$ cat src/rtl/picomem_pkg.sv
// picomem_pkg: shared widths, FSM state encoding and helpers for the
// picorv32 native-bus crossbar (picomem_xbar and its address decoder).
package picomem_pkg;

    localparam int unsigned ADDR_W = 32;
    localparam int unsigned DATA_W = 32;
    localparam int unsigned STRB_W = 4;
    localparam int unsigned ECNT_W = 8;

    // Read data returned on every error response unless overridden.
    localparam logic [DATA_W-1:0] ERR_RDATA_DEFAULT = 32'hDEAD_BEEF;

    typedef enum logic [1:0] {
        IDLE     = 2'd0,
        ACCESS   = 2'd1,
        RESP     = 2'd2,
        RESP_ERR = 2'd3
    } state_t;

    // Saturating increment for the error counter.
    function automatic logic [ECNT_W-1:0] sat_inc(input logic [ECNT_W-1:0] v);
        return (v == {ECNT_W{1'b1}}) ? v : v + ECNT_W'(1);
    endfunction

endpackage

$ cat src/rtl/picomem_addr_decode.sv
// picomem_addr_decode: combinational priority address matcher.
// Slave i matches when (addr & mask_i) == base_i; lowest index wins on overlap.
// Ports:
//   addr      in   ADDR_W    master byte address
//   hit       out  N_SLAVES  one-hot winning slave (all zero when unmapped)
//   no_match  out  1         no window matched
module picomem_addr_decode
    import picomem_pkg::*;
#(
    parameter int unsigned                N_SLAVES = 4,
    parameter logic [N_SLAVES*ADDR_W-1:0] SLV_BASE = '0,
    parameter logic [N_SLAVES*ADDR_W-1:0] SLV_MASK = '0
) (
    input  logic [ADDR_W-1:0]   addr,
    output logic [N_SLAVES-1:0] hit,
    output logic                no_match
);

    // Scan from the top index down so a lower-index match overwrites a higher one.
    always_comb begin
        hit = '0;
        for (int i = int'(N_SLAVES) - 1; i >= 0; i--) begin
            if ((addr & SLV_MASK[ADDR_W*i +: ADDR_W]) == SLV_BASE[ADDR_W*i +: ADDR_W]) begin
                hit = N_SLAVES'(1) << i;
            end
        end
        no_match = (hit == '0);
    end

endmodule

$ cat src/rtl/picomem_xbar.sv
// picomem_xbar: 1-master / N-slave interconnect for the picorv32 native bus.
// Registered one-hot select, single outstanding transaction, error response
// with latched fault address on unmapped access or slave timeout.
// Ports:
//   clk, reset                    clock, synchronous active-high reset
//   m_valid/m_addr/m_wdata/m_wstrb master request (held until m_ready)
//   m_ready/m_rdata               registered one-cycle completion + read data
//   s_valid                       registered one-hot slave request
//   s_addr/s_wdata/s_wstrb        combinational broadcast of master request
//   s_ready/s_rdata               per-slave completion and read data
//   err_pulse/err_addr/err_count  error pulse, last fault address, saturating count
module picomem_xbar
    import picomem_pkg::*;
#(
    parameter int unsigned                N_SLAVES       = 4,
    parameter logic [N_SLAVES*ADDR_W-1:0] SLV_BASE       = {32'h0200_4000, 32'h0200_0000,
                                                            32'h0000_2000, 32'h0000_0000},
    parameter logic [N_SLAVES*ADDR_W-1:0] SLV_MASK       = {32'hFFFF_FFF0, 32'hFFFF_FFFC,
                                                            32'hFFFF_FC00, 32'hFFFF_E000},
    parameter int unsigned                TIMEOUT_CYCLES = 255,
    parameter logic [DATA_W-1:0]          ERR_RDATA      = ERR_RDATA_DEFAULT
) (
    input  logic                       clk,
    input  logic                       reset,
    input  logic                       m_valid,
    input  logic [ADDR_W-1:0]          m_addr,
    input  logic [DATA_W-1:0]          m_wdata,
    input  logic [STRB_W-1:0]          m_wstrb,
    output logic                       m_ready,
    output logic [DATA_W-1:0]          m_rdata,
    output logic [N_SLAVES-1:0]        s_valid,
    output logic [ADDR_W-1:0]          s_addr,
    output logic [DATA_W-1:0]          s_wdata,
    output logic [STRB_W-1:0]          s_wstrb,
    input  logic [N_SLAVES-1:0]        s_ready,
    input  logic [N_SLAVES*DATA_W-1:0] s_rdata,
    output logic                       err_pulse,
    output logic [ADDR_W-1:0]          err_addr,
    output logic [ECNT_W-1:0]          err_count
);

    localparam int unsigned CNT_W  = (TIMEOUT_CYCLES > 1) ? $clog2(TIMEOUT_CYCLES) : 1;
    localparam bit          TO_EN  = (TIMEOUT_CYCLES != 0);
    // Counter value in the last permitted ACCESS cycle (unused when disabled).
    localparam logic [CNT_W-1:0] TO_LAST = CNT_W'(TIMEOUT_CYCLES - 1);

    state_t                state, state_nx;
    logic [N_SLAVES-1:0]   sel, sel_nx;
    logic [N_SLAVES-1:0]   s_valid_nx;
    logic                  m_ready_nx;
    logic [DATA_W-1:0]     m_rdata_nx;
    logic                  err_pulse_nx;
    logic [ADDR_W-1:0]     err_addr_nx;
    logic [ECNT_W-1:0]     err_count_nx;
    logic [CNT_W-1:0]      to_cnt, to_cnt_nx;

    logic [N_SLAVES-1:0]   hit;
    logic                  no_match;
    logic [DATA_W-1:0]     rdata_sel;
    logic                  sel_ready;

    // Request fields go straight through; only s_valid qualifies them.
    assign s_addr  = m_addr;
    assign s_wdata = m_wdata;
    assign s_wstrb = m_wstrb;

    picomem_addr_decode #(
        .N_SLAVES (N_SLAVES),
        .SLV_BASE (SLV_BASE),
        .SLV_MASK (SLV_MASK)
    ) u_decode (
        .addr     (m_addr),
        .hit      (hit),
        .no_match (no_match)
    );

    // One-hot AND-OR mux of the selected slave's read data.
    always_comb begin
        rdata_sel = '0;
        for (int i = 0; i < int'(N_SLAVES); i++) begin
            if (sel[i]) begin
                rdata_sel = rdata_sel | s_rdata[DATA_W*i +: DATA_W];
            end
        end
    end

    // Ready from slaves other than the selected one is ignored.
    assign sel_ready = |(s_ready & sel);

    // Next-state and next-output logic.
    always_comb begin
        state_nx     = state;
        sel_nx       = sel;
        s_valid_nx   = '0;
        m_ready_nx   = 1'b0;
        m_rdata_nx   = m_rdata;
        err_pulse_nx = 1'b0;
        err_addr_nx  = err_addr;
        err_count_nx = err_count;
        to_cnt_nx    = '0;

        unique case (state)
            IDLE: begin
                if (m_valid) begin
                    if (no_match) begin
                        err_addr_nx  = m_addr;
                        m_ready_nx   = 1'b1;
                        m_rdata_nx   = ERR_RDATA;
                        err_pulse_nx = 1'b1;
                        err_count_nx = sat_inc(err_count);
                        state_nx     = RESP_ERR;
                    end else begin
                        sel_nx     = hit;
                        s_valid_nx = hit;
                        state_nx   = ACCESS;
                    end
                end
            end
            ACCESS: begin
                if (sel_ready) begin
                    // Captured for writes as well; the master ignores it then.
                    m_rdata_nx = rdata_sel;
                    m_ready_nx = 1'b1;
                    state_nx   = RESP;
                end else if (TO_EN && (to_cnt == TO_LAST)) begin
                    err_addr_nx  = m_addr;
                    m_ready_nx   = 1'b1;
                    m_rdata_nx   = ERR_RDATA;
                    err_pulse_nx = 1'b1;
                    err_count_nx = sat_inc(err_count);
                    state_nx     = RESP_ERR;
                end else if (!m_valid) begin
                    // Master abandoned the request: drop it silently.
                    state_nx = IDLE;
                end else begin
                    s_valid_nx = sel;
                    to_cnt_nx  = TO_EN ? to_cnt + CNT_W'(1) : '0;
                end
            end
            RESP:     state_nx = IDLE;
            RESP_ERR: state_nx = IDLE;
            default:  state_nx = IDLE;
        endcase
    end

    // State and registered outputs.
    always_ff @(posedge clk) begin
        if (reset) begin
            state     <= IDLE;
            sel       <= '0;
            s_valid   <= '0;
            m_ready   <= 1'b0;
            m_rdata   <= '0;
            err_pulse <= 1'b0;
            err_addr  <= '0;
            err_count <= '0;
            to_cnt    <= '0;
        end else begin
            state     <= state_nx;
            sel       <= sel_nx;
            s_valid   <= s_valid_nx;
            m_ready   <= m_ready_nx;
            m_rdata   <= m_rdata_nx;
            err_pulse <= err_pulse_nx;
            err_addr  <= err_addr_nx;
            err_count <= err_count_nx;
            to_cnt    <= to_cnt_nx;
        end
    end

endmodule

$ cat config.mk
export PLATFORM = sky130hd
export DESIGN_NAME = picomem_xbar
export DESIGN_NICKNAME = d
export VERILOG_FILES = /design/src/rtl/picomem_pkg.sv /design/src/rtl/picomem_addr_decode.sv /design/src/rtl/picomem_xbar.sv
export SDC_FILE = /design/constraint.sdc
export NUM_CORES = 1
export LEC_CHECK = 0
export BUFFER_PORTS_ARGS = -buffer_cell sky130_fd_sc_hd__buf_2
export CAP_MARGIN = 20
export CELL_PAD_IN_SITES_DETAIL_PLACEMENT = 1
export CELL_PAD_IN_SITES_GLOBAL_PLACEMENT = 1
export CORE_MARGIN = 4
export CORE_UTILIZATION = 30
export DETAILED_ROUTE_END_ITERATION = 10
export PLACE_DENSITY_LB_ADDON = 0.1
export SETUP_SLACK_MARGIN = 0.3
export SYNTH_ARGS = -nofsm -noshare
export SYNTH_HDL_FRONTEND = slang
export SYNTH_SLANG_ARGS = --single-unit
$ cat constraint.sdc
create_clock -name clk -period 2.6 [get_ports clk]
set_clock_uncertainty 0.15 [all_clocks]
set_input_delay 0.13 -clock clk [delete_from_list [all_inputs] [get_ports clk]]
set_output_delay 0.13 -clock clk [all_outputs]
set_load 0.02 [all_outputs]
# == After elaboration in Yosys (flattened, before gate mapping) ==
# Cells that the tools add are included.
# totals
regBits,92
inputBits,203
# classes
n_addsub,2
eq_ne,14
muxes,43
n_bitwise,7
reduce_logical,11
# op_table
operator,n
32-bit 2-to-1 mux,12
32-bit case mux with 2 select lines,2
32-bit bitwise OR,3
8-bit 2-to-1 mux,5
4-bit 2-to-1 mux,9
32-bit zero test,1
30-bit by 24-bit equality test with 1-bit output (second input constant),1
28-bit by 22-bit equality test with 1-bit output (second input constant),1
22-bit by 4-bit equality test with 1-bit output (second input constant),1
8-bit by 1-bit adder with 8-bit output (second input constant),2
8-bit equality test (second input constant),2
8-bit case mux with 2 select lines,1
2-bit 2-to-1 mux,5
2-bit != test (second input constant),4
4-bit case mux with 2 select lines,1
8-bit OR reduction,1
2-bit case mux with 3 select lines,1
1-bit 2-to-1 mux,5
5-bit AND reduction,1
4-bit AND,1
2-bit equality test (second input constant),2
4-bit zero test,1
4-bit != test (second input constant),1
1-bit case mux with 2 select lines,2
10 further kinds,12

# == Depth between registers and ports, before layout ==
# depth
depth_word,9
ltp_mapped,8

# == Hierarchy ==
# Synthesis repeated with hierarchy kept, for this count alone.
# unflattened
hier_cells,577
hier_area_um2,4988.5
# by_module_without_submodules
module,instances,cells_per_inst,area_per_inst_um2,seq_area_each_um2
picomem_xbar,1,557,4855.9,1841.8
picomem_addr_decode,1,20,132.6,0.0

# == Least setup slack after synthesis ==
# OpenSTA, ideal clock, no wires.
# synth_path
path_type,input-to-reg
start,in m_addr[10]
end,reg err_addr[10]
setup_time_ps,72
arrival_ps,2142
setup_slack_ps,236
cell_stages,6
cell_sequence,or3_4 or4_4 or4_4 a32oi_4 buf_8 mux2i_1
# synth_via
elab_chain_cells,8
elab_cells_between_ends,15
# synth_rtl
element,line_no,source
from (decl),picomem_xbar.sv:26,"input logic [ADDR_W-1:0] m_addr,"
28-bit by 22-bit equality test with 1-bit output,picomem_addr_decode.sv:23,if ((addr & SLV_MASK[ADDR_W*i +: ADDR_W]) == SLV_BASE[ADDR_W*i +: ADDR_W]) begin
4-bit 2-to-1 mux (4 in series),picomem_addr_decode.sv:23,
4-bit zero test,picomem_addr_decode.sv:27,no_match = (hit == '0);
2-bit != test (no source line),-,
5-bit AND reduction (no source line),-,
to (signal assigned),picomem_xbar.sv:165,err_addr <= err_addr_nx;
to (decl),picomem_xbar.sv:38,"output logic [ADDR_W-1:0] err_addr,"
# Several ways; a longest one is shown, not always the timed one. The select of a mux whose other input is x is not followed.
# A chain may end at the register's enable or synchronous reset.

# == Worst setup path after layout ==
# layout_path
start,in m_addr[10]
end,reg err_addr[14]
# layout_via
elab_chain_cells,8
elab_cells_between_ends,10
# layout_rtl
element,line_no
28-bit by 22-bit equality test with 1-bit output,picomem_addr_decode.sv:23
4-bit 2-to-1 mux (2 in series),picomem_addr_decode.sv:23
4-bit 2-to-1 mux * (2 in series),picomem_addr_decode.sv:23
4-bit zero test *,picomem_addr_decode.sv:27
2-bit != test (no source line) *,-
5-bit AND reduction (no source line) *,-
# Every way passes the cells marked *; elsewhere a longest branch is shown, timed or not.

==> impl_results.md <==
- Complex-gate fraction of the synthesized area: 0.233
- Design Area, Final: 7330 um^2
- CP delay by family, top: simple AND/OR/NAND/NOR gates
- Synth top area cells: dfxtp_1, nand2b_1, a22oi_1
- Area Overhead vs Synth: 33.3%
- Crit-path max cell delay: 0.54 ns
- First-pass GRT wire length: 30700 um
- Detail Placement HPWL: 15100 um
- Final #Nets: 1054
- Critical Path Fanout Max: 6
- Top FF cell, synth: dfxtp_1
- Max-slew violation count: 0
- Comb pwr share: 0.198
- Reg clk slew, reported paths: 0.07 ns
- Clk_lat worst skew: 0.34 ns
- Share of Yosys cell area claimed by the top area cell type: 0.335
- CP Data Arrival Time: 2.38 ns
- Synth Area in Adders: 0.00683
- Switching Share: 0.269
- Initial antenna violation count: 0
- Simple logic cell fraction of the synthesized area: 0.205
- DIE AREA: 20600 um^2
- Final Hold Viols: 0
- Max-Cap Viols: 0
- DP Area: 6630 um^2
- Final WL: 20600 um
- Commonest non-fill, non-tap cell in the layout: buf_2
- Synth Register Bits: 92
- Post-Synth XOR/XNOR Area: 0.00956
- Post-Syn Area per Cell: 8.81 um^2
- H-tree levels: 3
- P per Cell Area: 489 nW/um^2
- Yosys warns: 0
- CTS tree: yes
- Number of flops mapped to enable cells by yosys: 0
- Sequential Power Share: 0.427
- Placed cell count: 1032
- Clock share of power: 0.376
- Switch Pwr: 0.966 mW
- Via/cell ratio: 5.11
- Worst Path Buf+Inv: 3
- Vias in the first global route: 5747
- Internal power: 2.62 mW
- Placement row count: 49
- Sequential share of the synthesized area: 0.335
- Slowest cell on the critical path: or4_4
- Crit Path Category: in -> reg
- Netlist cell types: 50
- Pleak: 3.37 nW
- # clock sinks: 92
- Slew HR: 0.303
- CTS max path bufs: 2
- Final Power: 3.58 mW
- Most frequent cells in the layout: buf_2, nand2b_1, dfxtp_1
- Fin crit period: 2.27 ns
- Syn Inst Count: 624
- Fmax: 440 MHz
- WP data required: 2.71 ns
- Worst-Margin Slew: 1.05 ns
- Largest net degree at the start of global routing: 123
- CORE AREA: 18000 um^2
- Status: finished clean
- CP endpoint kind: flop
- Clk root buf: clkbuf_16
- GRT Resource Usage Total: 0.186
- Global placement routability congestion: 0.794
- Initial DRC count: 192
- Hold Path Class: in -> reg
- Layout cells sized above 1: 0.392
- Unrepaired setup endpoints after global routing: false
- Final Non-Filler Cells: 1082
- Critical Path Start Type: input pin
- Vias: 5531
- Initial core utilization: 0.306
- Largest family of logic cells by synthesized area: compound AO/OA/AOI/OAI gates
- Die Wd: 143 um
- Ys async rst share: 0
- CTS Buf Count: 9
- Drc violations: 0
- Worst vdd ir: 256 uV
- Port bufs: 276
- Post-Syn Area: 5500 um^2
- Post-synth top area cell: dfxtp_1
- Drt first pass iters: 4
- Grt total ovfl: 0
- Final Cycle Share: 0.874
- Routed len/inst: 19.1 um
- Critical-path cell list: buf_2 > or3_4 > or4_4 > or4_4 > a32oi_4 > buf_12 > buf_12 > mux2i_1
- N_diodes: 0
- Top-Level Pins: 349
- Multiplexer area fraction after synthesis: 0.0744
- Die Y: 143 um
- Syn nets: 830
- Final Setup Violations: 0
- Antenna Violating Nets Remaining: 0
[worst register-to-register path, delay by kind of cell (launching register included)]
kind                   cells  cell delay (ns)
AO/OA/AOI/OAI              1             0.27
AND/OR/NAND/NOR            3             0.59
flip-flops                 1             0.46
multiplexers               1             0.36
buffers and inverters      1             0.22
[repair_timing]
item                                    in CTS  in global routing
buffers inserted                             0                  1
cloned                                       0                  2
endpoints found under the setup margin      13                 13
hold endpoints to repair                    31                  0
gates resized for setup                      3                  3
hold buffers                                31                  0
pin swaps                                    0                  0
[per-stage QoR]
| step | setup slack [ns] | TNS (ns) | util | hold slack [ns] |
|---|---|---|---|---|
| final | 0.328 | 0 | 0.408 | 0.0518 |
| after global routing | 0.286 | 0 | 0.408 | 0.0800 |
| after CTS | 0.324 | 0 | 0.404 | 0.0411 |
| after detailed placement | -0.00706 | -0.0170 | 0.369 | 0.110 |
| after global placement | 0.0691 | 0 | 0.369 | 0.110 |
| after floorplan | 0.236 | 0 | - | 0.132 |
[Yosys cell counts (2+ instances only)]
| library cell | count |
|---|---|
| or4_4 | 2 |
| nor2b_1 | 8 |
| xor2_1 | 5 |
| o22ai_1 | 6 |
| o21a_1 | 2 |
| nand2_1 | 16 |
| o21ai_0 | 5 |
| nor2_1 | 24 |
| mux2i_1 | 33 |
| o211ai_1 | 13 |
| a21oi_1 | 18 |
| and4_1 | 4 |
| a22oi_1 | 72 |
| a31oi_1 | 24 |
| or2_2 | 3 |
| clkbuf_1 | 44 |
| buf_4 | 68 |
| ha_1 | 3 |
| o311a_1 | 24 |
| and3_1 | 5 |
| or2b_1 | 2 |
| buf_1 | 3 |
| a22o_1 | 2 |
| dfxtp_1 | 92 |
| mux2_2 | 7 |
| nand2b_1 | 96 |
| inv_1 | 3 |
| nand4_1 | 7 |
| buf_8 | 3 |
| nor4_1 | 4 |
| nand3_1 | 7 |
[power by group through the flow]
stage / registers [mW] / clock network (mW) / logic [mW]
after floorplan: 1.64 / 0 / 0.373
after global placement: 1.56 / 0 / 0.639
after detailed placement: 1.56 / 0 / 0.654
after CTS: 1.53 / 1.38 / 0.692
after global routing: 1.54 / 1.43 / 0.763
final: 1.53 / 1.35 / 0.708
[layer usage]
layer  track usage  part of all wire  up-vias
li1              -                 -     2664
met1         0.232              0.42     2683
met2         0.339              0.52      149
met3        0.0283             0.050       35
met4        0.0446             0.012        0
met5             0                 0        -
[worst paths after layout]
kind                                   start           end  slack, ns  cells past startpoint
worst max-delay path              m_addr[10]  err_addr[14]       0.33                      8
worst min-delay path             s_rdata[36]    m_rdata[4]       0.05                      5
worst max register to register      state[0]  err_count[2]       0.45                      6
worst min register to register  err_addr[15]  err_addr[15]       0.33                      2
[flip-flops by register name, indices dropped and copies added, names as in the netlist]
signal	cells
s_valid	4
err_count	8
sel	4
to_cnt	8
m_rdata	32
m_ready	1
err_pulse	1
state	2
err_addr	32
[area by class of cell]
type	instances	area, um^2
Clock inverter	1	30.0
Sequential cell	92	1840
Multi-Input combinational cell	410	2920
Tap cell	229	287
Clock buffer	15	268
Timing Repair Buffer	332	1970
Fill cell	2217	10600
Inverter	3	11.3
[cell families after synthesis]
logic type / Yosys count
AO/OA/AOI/OAI: 172
multiplexers: 40
flip-flops: 92
AND/OR/NAND/NOR: 189
XOR/XNOR: 6
adder cells (fa/ha/maj): 3
buffers and inverters: 122
No activity file was read; power rests on OpenSTA's default activity.
